File: src/rtl/pattern_serializer_if.sv
// Symbol/config/serial bus of the pattern serializer.
// master = symbol/config source, slave = serializer.
interface pattern_serializer_if #(
    parameter int IN_W  = 4,
    parameter int OUT_W = 8
);
    logic [IN_W-1:0]  data;
    logic             data_valid;
    logic             data_ready;
    logic             cfg_we;
    logic [IN_W-1:0]  cfg_addr;
    logic [OUT_W-1:0] cfg_data;
    logic [OUT_W-1:0] data_out;
    logic             ser_out;
    logic             ser_valid;
    logic             frame_start;
    logic             busy;

    modport master (
        output data, data_valid, cfg_we, cfg_addr, cfg_data,
        input  data_ready, data_out, ser_out, ser_valid, frame_start, busy
    );

    modport slave (
        input  data, data_valid, cfg_we, cfg_addr, cfg_data,
        output data_ready, data_out, ser_out, ser_valid, frame_start, busy
    );
endinterface

File: src/rtl/pattern_serializer.sv
// Pattern serializer: maps a symbol index through a writable codeword table
// and shifts the codeword out one bit per cycle, back-to-back when fed on
// the last bit of the previous codeword.
module pattern_serializer #(
    parameter int IN_W      = 4,
    parameter int OUT_W     = 8,
    parameter int MSB_FIRST = 1
) (
    input  logic                 clk,
    input  logic                 reset_n,
    pattern_serializer_if.slave  bus
);
    localparam int unsigned DEPTH = 1 << IN_W;
    localparam int          CW    = $clog2(OUT_W);
    localparam logic [CW-1:0] CNT_LAST = CW'(OUT_W - 1);

    localparam logic [0:0] IDLE  = 1'b0;
    localparam logic [0:0] SHIFT = 1'b1;

    logic [0:0]       state;
    logic [CW-1:0]    cnt;
    logic [OUT_W-1:0] sreg;
    logic [OUT_W-1:0] dout_q;
    logic [OUT_W-1:0] tbl [DEPTH];
    logic             ready;
    logic             accept;
    logic             shifting;

    // Power-on codeword table contents, truncated to the codeword width.
    function automatic logic [OUT_W-1:0] reset_entry(input int unsigned idx);
        logic [31:0] v;
        case (idx)
            1:       v = 32'h96;
            2:       v = 32'h8E;
            3:       v = 32'hE5;
            default: v = '0;
        endcase
        return v[OUT_W-1:0];
    endfunction

    assign shifting = (state == SHIFT);
    assign ready    = reset_n && (!shifting || (cnt == '0));
    assign accept   = bus.data_valid && ready;

    // Codeword table: restored on reset, otherwise written by the config port.
    // A same-cycle lookup sees the old entry because both update on the edge.
    always_ff @(posedge clk) begin
        if (!reset_n) begin
            for (int unsigned i = 0; i < DEPTH; i++) begin
                tbl[i] <= reset_entry(i);
            end
        end else if (bus.cfg_we) begin
            tbl[bus.cfg_addr] <= bus.cfg_data;
        end
    end

    // Control FSM, bit counter, shift register and parallel output register.
    always_ff @(posedge clk) begin
        if (!reset_n) begin
            state  <= IDLE;
            cnt    <= '0;
            sreg   <= '0;
            dout_q <= '0;
        end else if (accept) begin
            state  <= SHIFT;
            cnt    <= CNT_LAST;
            sreg   <= tbl[bus.data];
            dout_q <= tbl[bus.data];
        end else if (shifting) begin
            if (cnt == '0) begin
                state <= IDLE;
            end else begin
                cnt <= cnt - 1'b1;
            end
            sreg <= (MSB_FIRST != 0) ? (sreg << 1) : (sreg >> 1);
        end
    end

    assign bus.data_ready  = ready;
    assign bus.data_out    = dout_q;
    assign bus.ser_valid   = shifting;
    assign bus.busy        = shifting;
    assign bus.frame_start = shifting && (cnt == CNT_LAST);
    assign bus.ser_out     = shifting &&
                             ((MSB_FIRST != 0) ? sreg[OUT_W-1] : sreg[0]);
endmodule

File: src/flat_wrapper.sv
// flat-port wrapper written by rule: the top's interface ports become plain ports
module pattern_serializer_flat 
#(
    parameter int IN_W      = 4,
    parameter int OUT_W     = 8,
    parameter int MSB_FIRST = 1
)
  (clk, reset_n, bus_data, bus_data_valid, bus_cfg_we, bus_cfg_addr, bus_cfg_data, bus_data_ready, bus_data_out, bus_ser_out, bus_ser_valid, bus_frame_start, bus_busy);
  pattern_serializer_if #(.IN_W(IN_W), .OUT_W(OUT_W)) bus_i ();
  input  logic clk;
  input  logic reset_n;
  input wire logic [$bits(bus_i.data)-1:0] bus_data;
  input wire logic [$bits(bus_i.data_valid)-1:0] bus_data_valid;
  input wire logic [$bits(bus_i.cfg_we)-1:0] bus_cfg_we;
  input wire logic [$bits(bus_i.cfg_addr)-1:0] bus_cfg_addr;
  input wire logic [$bits(bus_i.cfg_data)-1:0] bus_cfg_data;
  output wire logic [$bits(bus_i.data_ready)-1:0] bus_data_ready;
  output wire logic [$bits(bus_i.data_out)-1:0] bus_data_out;
  output wire logic [$bits(bus_i.ser_out)-1:0] bus_ser_out;
  output wire logic [$bits(bus_i.ser_valid)-1:0] bus_ser_valid;
  output wire logic [$bits(bus_i.frame_start)-1:0] bus_frame_start;
  output wire logic [$bits(bus_i.busy)-1:0] bus_busy;
  assign bus_i.data = bus_data;
  assign bus_i.data_valid = bus_data_valid;
  assign bus_i.cfg_we = bus_cfg_we;
  assign bus_i.cfg_addr = bus_cfg_addr;
  assign bus_i.cfg_data = bus_cfg_data;
  assign bus_data_ready = bus_i.data_ready;
  assign bus_data_out = bus_i.data_out;
  assign bus_ser_out = bus_i.ser_out;
  assign bus_ser_valid = bus_i.ser_valid;
  assign bus_frame_start = bus_i.frame_start;
  assign bus_busy = bus_i.busy;
  pattern_serializer #(.IN_W(IN_W), .OUT_W(OUT_W), .MSB_FIRST(MSB_FIRST)) u_core (.clk(clk), .reset_n(reset_n), .bus(bus_i));
endmodule
File: config.mk
export PLATFORM = sky130hd
export DESIGN_NAME = pattern_serializer_flat
export DESIGN_NICKNAME = d
export VERILOG_FILES = /design/src/rtl/pattern_serializer_if.sv /design/src/rtl/pattern_serializer.sv /design/src/flat_wrapper.sv
export SDC_FILE = /design/constraint.sdc
export NUM_CORES = 1
export LEC_CHECK = 0
export ABC_AREA = 1
export CAP_MARGIN = 20
export CORE_MARGIN = 2
export CORE_UTILIZATION = 40
export DETAILED_ROUTE_END_ITERATION = 8
export SETUP_SLACK_MARGIN = 0.3
export SLEW_MARGIN = 5
export SYNTH_ARGS = -nofsm -noshare
export SYNTH_HDL_FRONTEND = slang
export SYNTH_SLANG_ARGS = --single-unit
export TNS_END_PERCENT = 1
File: constraint.sdc
create_clock -name clk -period 5.21 [get_ports clk]
set_clock_uncertainty 0.1 [all_clocks]
set_input_delay 1.563 -clock clk [delete_from_list [all_inputs] [get_ports clk]]
set_output_delay 1.563 -clock clk [all_outputs]
set_load 0.005 [all_outputs]
Word level (Yosys, flattened, before mapping)
Memories as Yosys holds them, arrays and structs flattened.
Index checks and enable logic that the tools add are counted.
{ "totals": {"ramBits": 128, "latch_bits": 0, "mem_count": 1, "input_bits": 20, "rom_bits": 0, "ff_bits": 20} }
{ "op_classes": {"n_eq_ne": 2, "n_div": 0, "n_reduce_logical": 10, "shifts": 0, "addsub": 1, "muxes": 19, "n_lt_le_gt_ge": 0, "bitwise_logic": 0, "mul": 0} }
{ "mem_list": {"columns": ["memory", "words", "width", "read_ports", "rd_clocked_by_memory_dff", "write_ports", "line_no", "source"], "rows": [
  ["u_core.tbl", 16, 8, 1, 0, 16, "pattern_serializer.sv:24", "logic [OUT_W-1:0] tbl [DEPTH];"]
]} }
{ "ops": {"columns": ["cell", "count"], "rows": [
  ["$mux 8", 7],
  ["$mux 3", 3],
  ["$mux 1", 8],
  ["$reduce_or 8->1", 1],
  ["$logic_and 1x1->1", 4],
  ["$mux 4", 1],
  ["$eq 3x3->1 const B", 1],
  ["$logic_not 3->1", 1],
  ["$sub 3x1->3 const B", 1],
  ["$ne 2x1->1 const B", 1],
  ["$reduce_and 2->1", 1],
  ["$reduce_bool 2->1", 1],
  ["$logic_not 1->1", 1],
  ["$logic_or 1x1->1", 1]
]} }

Depth between registers and ports, before layout
Gate-level depths: netlist of run 1.
{ "logic_depth": {"depth_word": 6, "depth_mapped": 10, "depth_no_buf": 9} }

Worst setup path after synthesis of run 1
No wires, ideal clock.
{ "synth_timing": {"kind": "input port to output port", "startpoint": "input reset_n", "endpoint": "output bus_data_ready", "path_slack_ns": 1.678, "t_required_ns": 3.547, "arrival_time_ns": 1.869, "cell_stages": 3, "path_cell_list": "buf_4 inv_1 nor2_4"} }
{ "synth_between": {"elab_chain_cells": 1} }
{ "synth_rtl": {"columns": ["element", "line_no", "source"], "rows": [
  ["start: declaration", "flat_wrapper.sv:11", "input logic reset_n;"],
  ["$logic_and 1x1->1", "pattern_serializer.sv:42", "assign ready = reset_n && (!shifting || (cnt == '0));"],
  ["end: declaration", "flat_wrapper.sv:17", "output wire logic [$bits(bus_i.data_ready)-1:0] bus_data_ready;"]
]} }
Every way passes these cells.

Final worst setup path of run 1
Ends and elaborated chain as after synthesis.

==> impl_metrics.json, run 1 <==
{
  "worstPathRequired_ps": 3550,
  "drive_above_1_share_pct": 6.22,
  "leakagePower_nw": 3.66,
  "first_iter_violations": 436,
  "syn-num-nets": 845,
  "synth.cell_area_um2": 7090,
  "nets": 862,
  "hold_viol": 0,
  "critPathLaunch": "reset_n",
  "firstDrtPassIters": 5,
  "wire_per_inst_um": 16.1,
  "critPathCaptureType": "output pin",
  "final_common_cell": "nand2_1",
  "grt_usage_pct": 19.7,
  "avgSynthCellArea_um2": 8.62,
  "arrival_ps": 2880,
  "reg2regPathDepth": 8,
  "vias_per_cell": 4.86,
  "synthTopCellsByArea": "edfxtp_1, nand2_1, inv_1",
  "ys_types": 24,
  "cts.reportedPaths.clkPinSlew_ps": 60,
  "fillerInstances": 1699,
  "power_density_nw_per_um2": 361,
  "irDropWorstVdd_mv": 0.166,
  "cap_violations": 0,
  "setup_tns_ps": 0,
  "cts_tree": "done",
  "place_inst": 1043,
  "htree_levels": 4,
  "area_growth_pct": 15.8,
  "crit_fanout": 11,
  "ant_nets": 0,
  "antenna_found_initial": 0,
  "clock_latency_ps": 430,
  "cts_resized": 0,
  "cts_buffers": 17,
  "slew_viol_final": 0,
  "synth_top_area_share_pct": 54.2,
  "hpwl_um": 10800,
  "n_antenna_cell": 0,
  "cts_root_buf": "clkbuf_16",
  "grt_max_degree": 65,
  "io_pins": 33,
  "rrSetupSlack_ps": 3220,
  "post_cts_buffers": 0,
  "gp_congestion": 0.808,
  "start_util_pct": 41.0,
  "stdcell_count": 1077,
  "rsz0062_at_grt": "no",
  "grt_pass1_vias": 4984,
  "hp-class": "register to register",
  "fmax_mhz": 220,
  "wirelength_um": 17300,
  "cts_max_path_buffers": 2,
  "yosysWarnings": 0,
  "r2r-end": "u_core.sreg[0]",
  "dr_total_vias": 5230,
  "die-area_um2": 18800,
  "dieWidth_um": 137,
  "io_buffers": 32,
  "fp.coreArea_um2": 17300,
  "syn_inst": 822,
  "status": "complete, no violations",
  "crit_end": "bus_data_ready",
  "final-setup-viol-count": 0,
  "relSlewSlack_pct": 41.3,
  "period_needed_ps": 4540,
  "yosysSeqAreaShare_pct": 59.9,
  "layout_common_cells": "nand2_1, edfxtp_1, inv_1",
  "ys_ff_latch": 148,
  "drc": 0,
  "grt_first_pass_wirelength_um": 26800,
  "die_y_um": 137,
  "cp-start-kind": "primary input",
  "clock-sinks": 148,
  "r2r-start": "u_core.cnt[0]",
  "worstSetupPathType": "primary input to output pin",
  "hold_ws_ps": 364,
  "synth_largest_area_cell": "edfxtp_1",
  "worst_slew_pin_slew_ps": 880,
  "overflow": 0,
  "cts_hold_buf": 0,
  "layout_worst_path_cycle_share_pct": 87.1,
  "rows": 48
}
synthesized netlist by cell type, drive strengths merged:
library cell,instances
nand2,255
edfxtp,128
inv,126
nor2,121
nand3,90
buf,23
dfxtp,20
a21oi,16
clkbuf,16
o21ai,16
nor3,5
ha,3
a211oi,1
o211ai,1
or2,1
registers in the layout, indices dropped and copies added (netlist names):
name                 count
u_core.bus.data_out      8
u_core.bus.busy          1
u_core.tbl             128
u_core.cnt               3
u_core.sreg              8
cell families after synthesis:
group	Yosys count	share of synthesized area [%]
AOI/OAI and AO/OA	34	2.63
adders and majority gates	3	0.530
buffers and inverters	165	9.57
DFF	148	59.9
and+or+nand+nor	472	27.4
metal layers:
metal  wire [um]  share of wire, %  global-route usage [%]
met5           0                 0                       0
met3         759               4.4                    3.67
met4         442               2.6                    8.36
met1        7990                46                    26.4
met2        8140                47                    31.3
critical path, stage by stage:
cell	delay, ps
clkdlybuf4s50_1	480
inv_1	170
nor2_4	160
clkdlybuf4s50_1	500
where the power goes:
part | leakage [nW] | switching, mW | internal [mW] | total (mW)
clock | 0.328 | 0.462 | 0.833 | 1.30
sequential | 1.39 | 0.0244 | 1.36 | 1.38
combinational | 1.94 | 0.191 | 0.0897 | 0.281
how the worst min path moves through the flow:
stage / depth (start not counted) / endpoint / from
5_1_grt: 2 / u_core.bus.data_out[0] / u_core.bus.data_out[0]
4_1_cts: 2 / u_core.bus.data_out[0] / u_core.bus.data_out[0]
2_1_floorplan: 2 / u_core.sreg[0] / u_core.sreg[0]
3_5_place_dp: 2 / u_core.bus.data_out[0] / u_core.bus.data_out[0]
3_3_place_gp: 2 / u_core.bus.data_out[5] / u_core.bus.data_out[5]
6_report: 2 / u_core.bus.data_out[5] / u_core.bus.data_out[5]
area by class of cell:
type	instances	area, um2	share of cell area (%)
Inverter	126	473	5.76
Sequential cell	148	4240	51.7
Timing Repair Buffer	37	385	4.70
Clock inverter	4	20.0	0.244
Tap cell	225	282	3.43
Multi-Input combinational cell	509	2160	26.4
Clock buffer	28	636	7.75
metrics by stage:
step / area, um2 / utilization (%) / setup WS [ps] / total power [mW]
3_3_place_gp: 7500 / 43.4 / 663 / 1.68
5_1_grt: 8200 / 47.4 / 570 / 3.07
3_5_place_dp: 7500 / 43.4 / 670 / 1.69
6_report: 8200 / 47.4 / 671 / 2.96
2_1_floorplan: 7090 / - / 1680 / 1.59
4_1_cts: 8160 / 47.2 / 663 / 2.98
Note: power is estimated with default switching activity, not from simulation.
==> inputs of run 2 (changes only) <==
Settings changed: GPL_ROUTABILITY_DRIVEN from default to 0.
==> results of run 2 <==
Same layout as run 1: the final DEF is identical, and so are final timing and power.
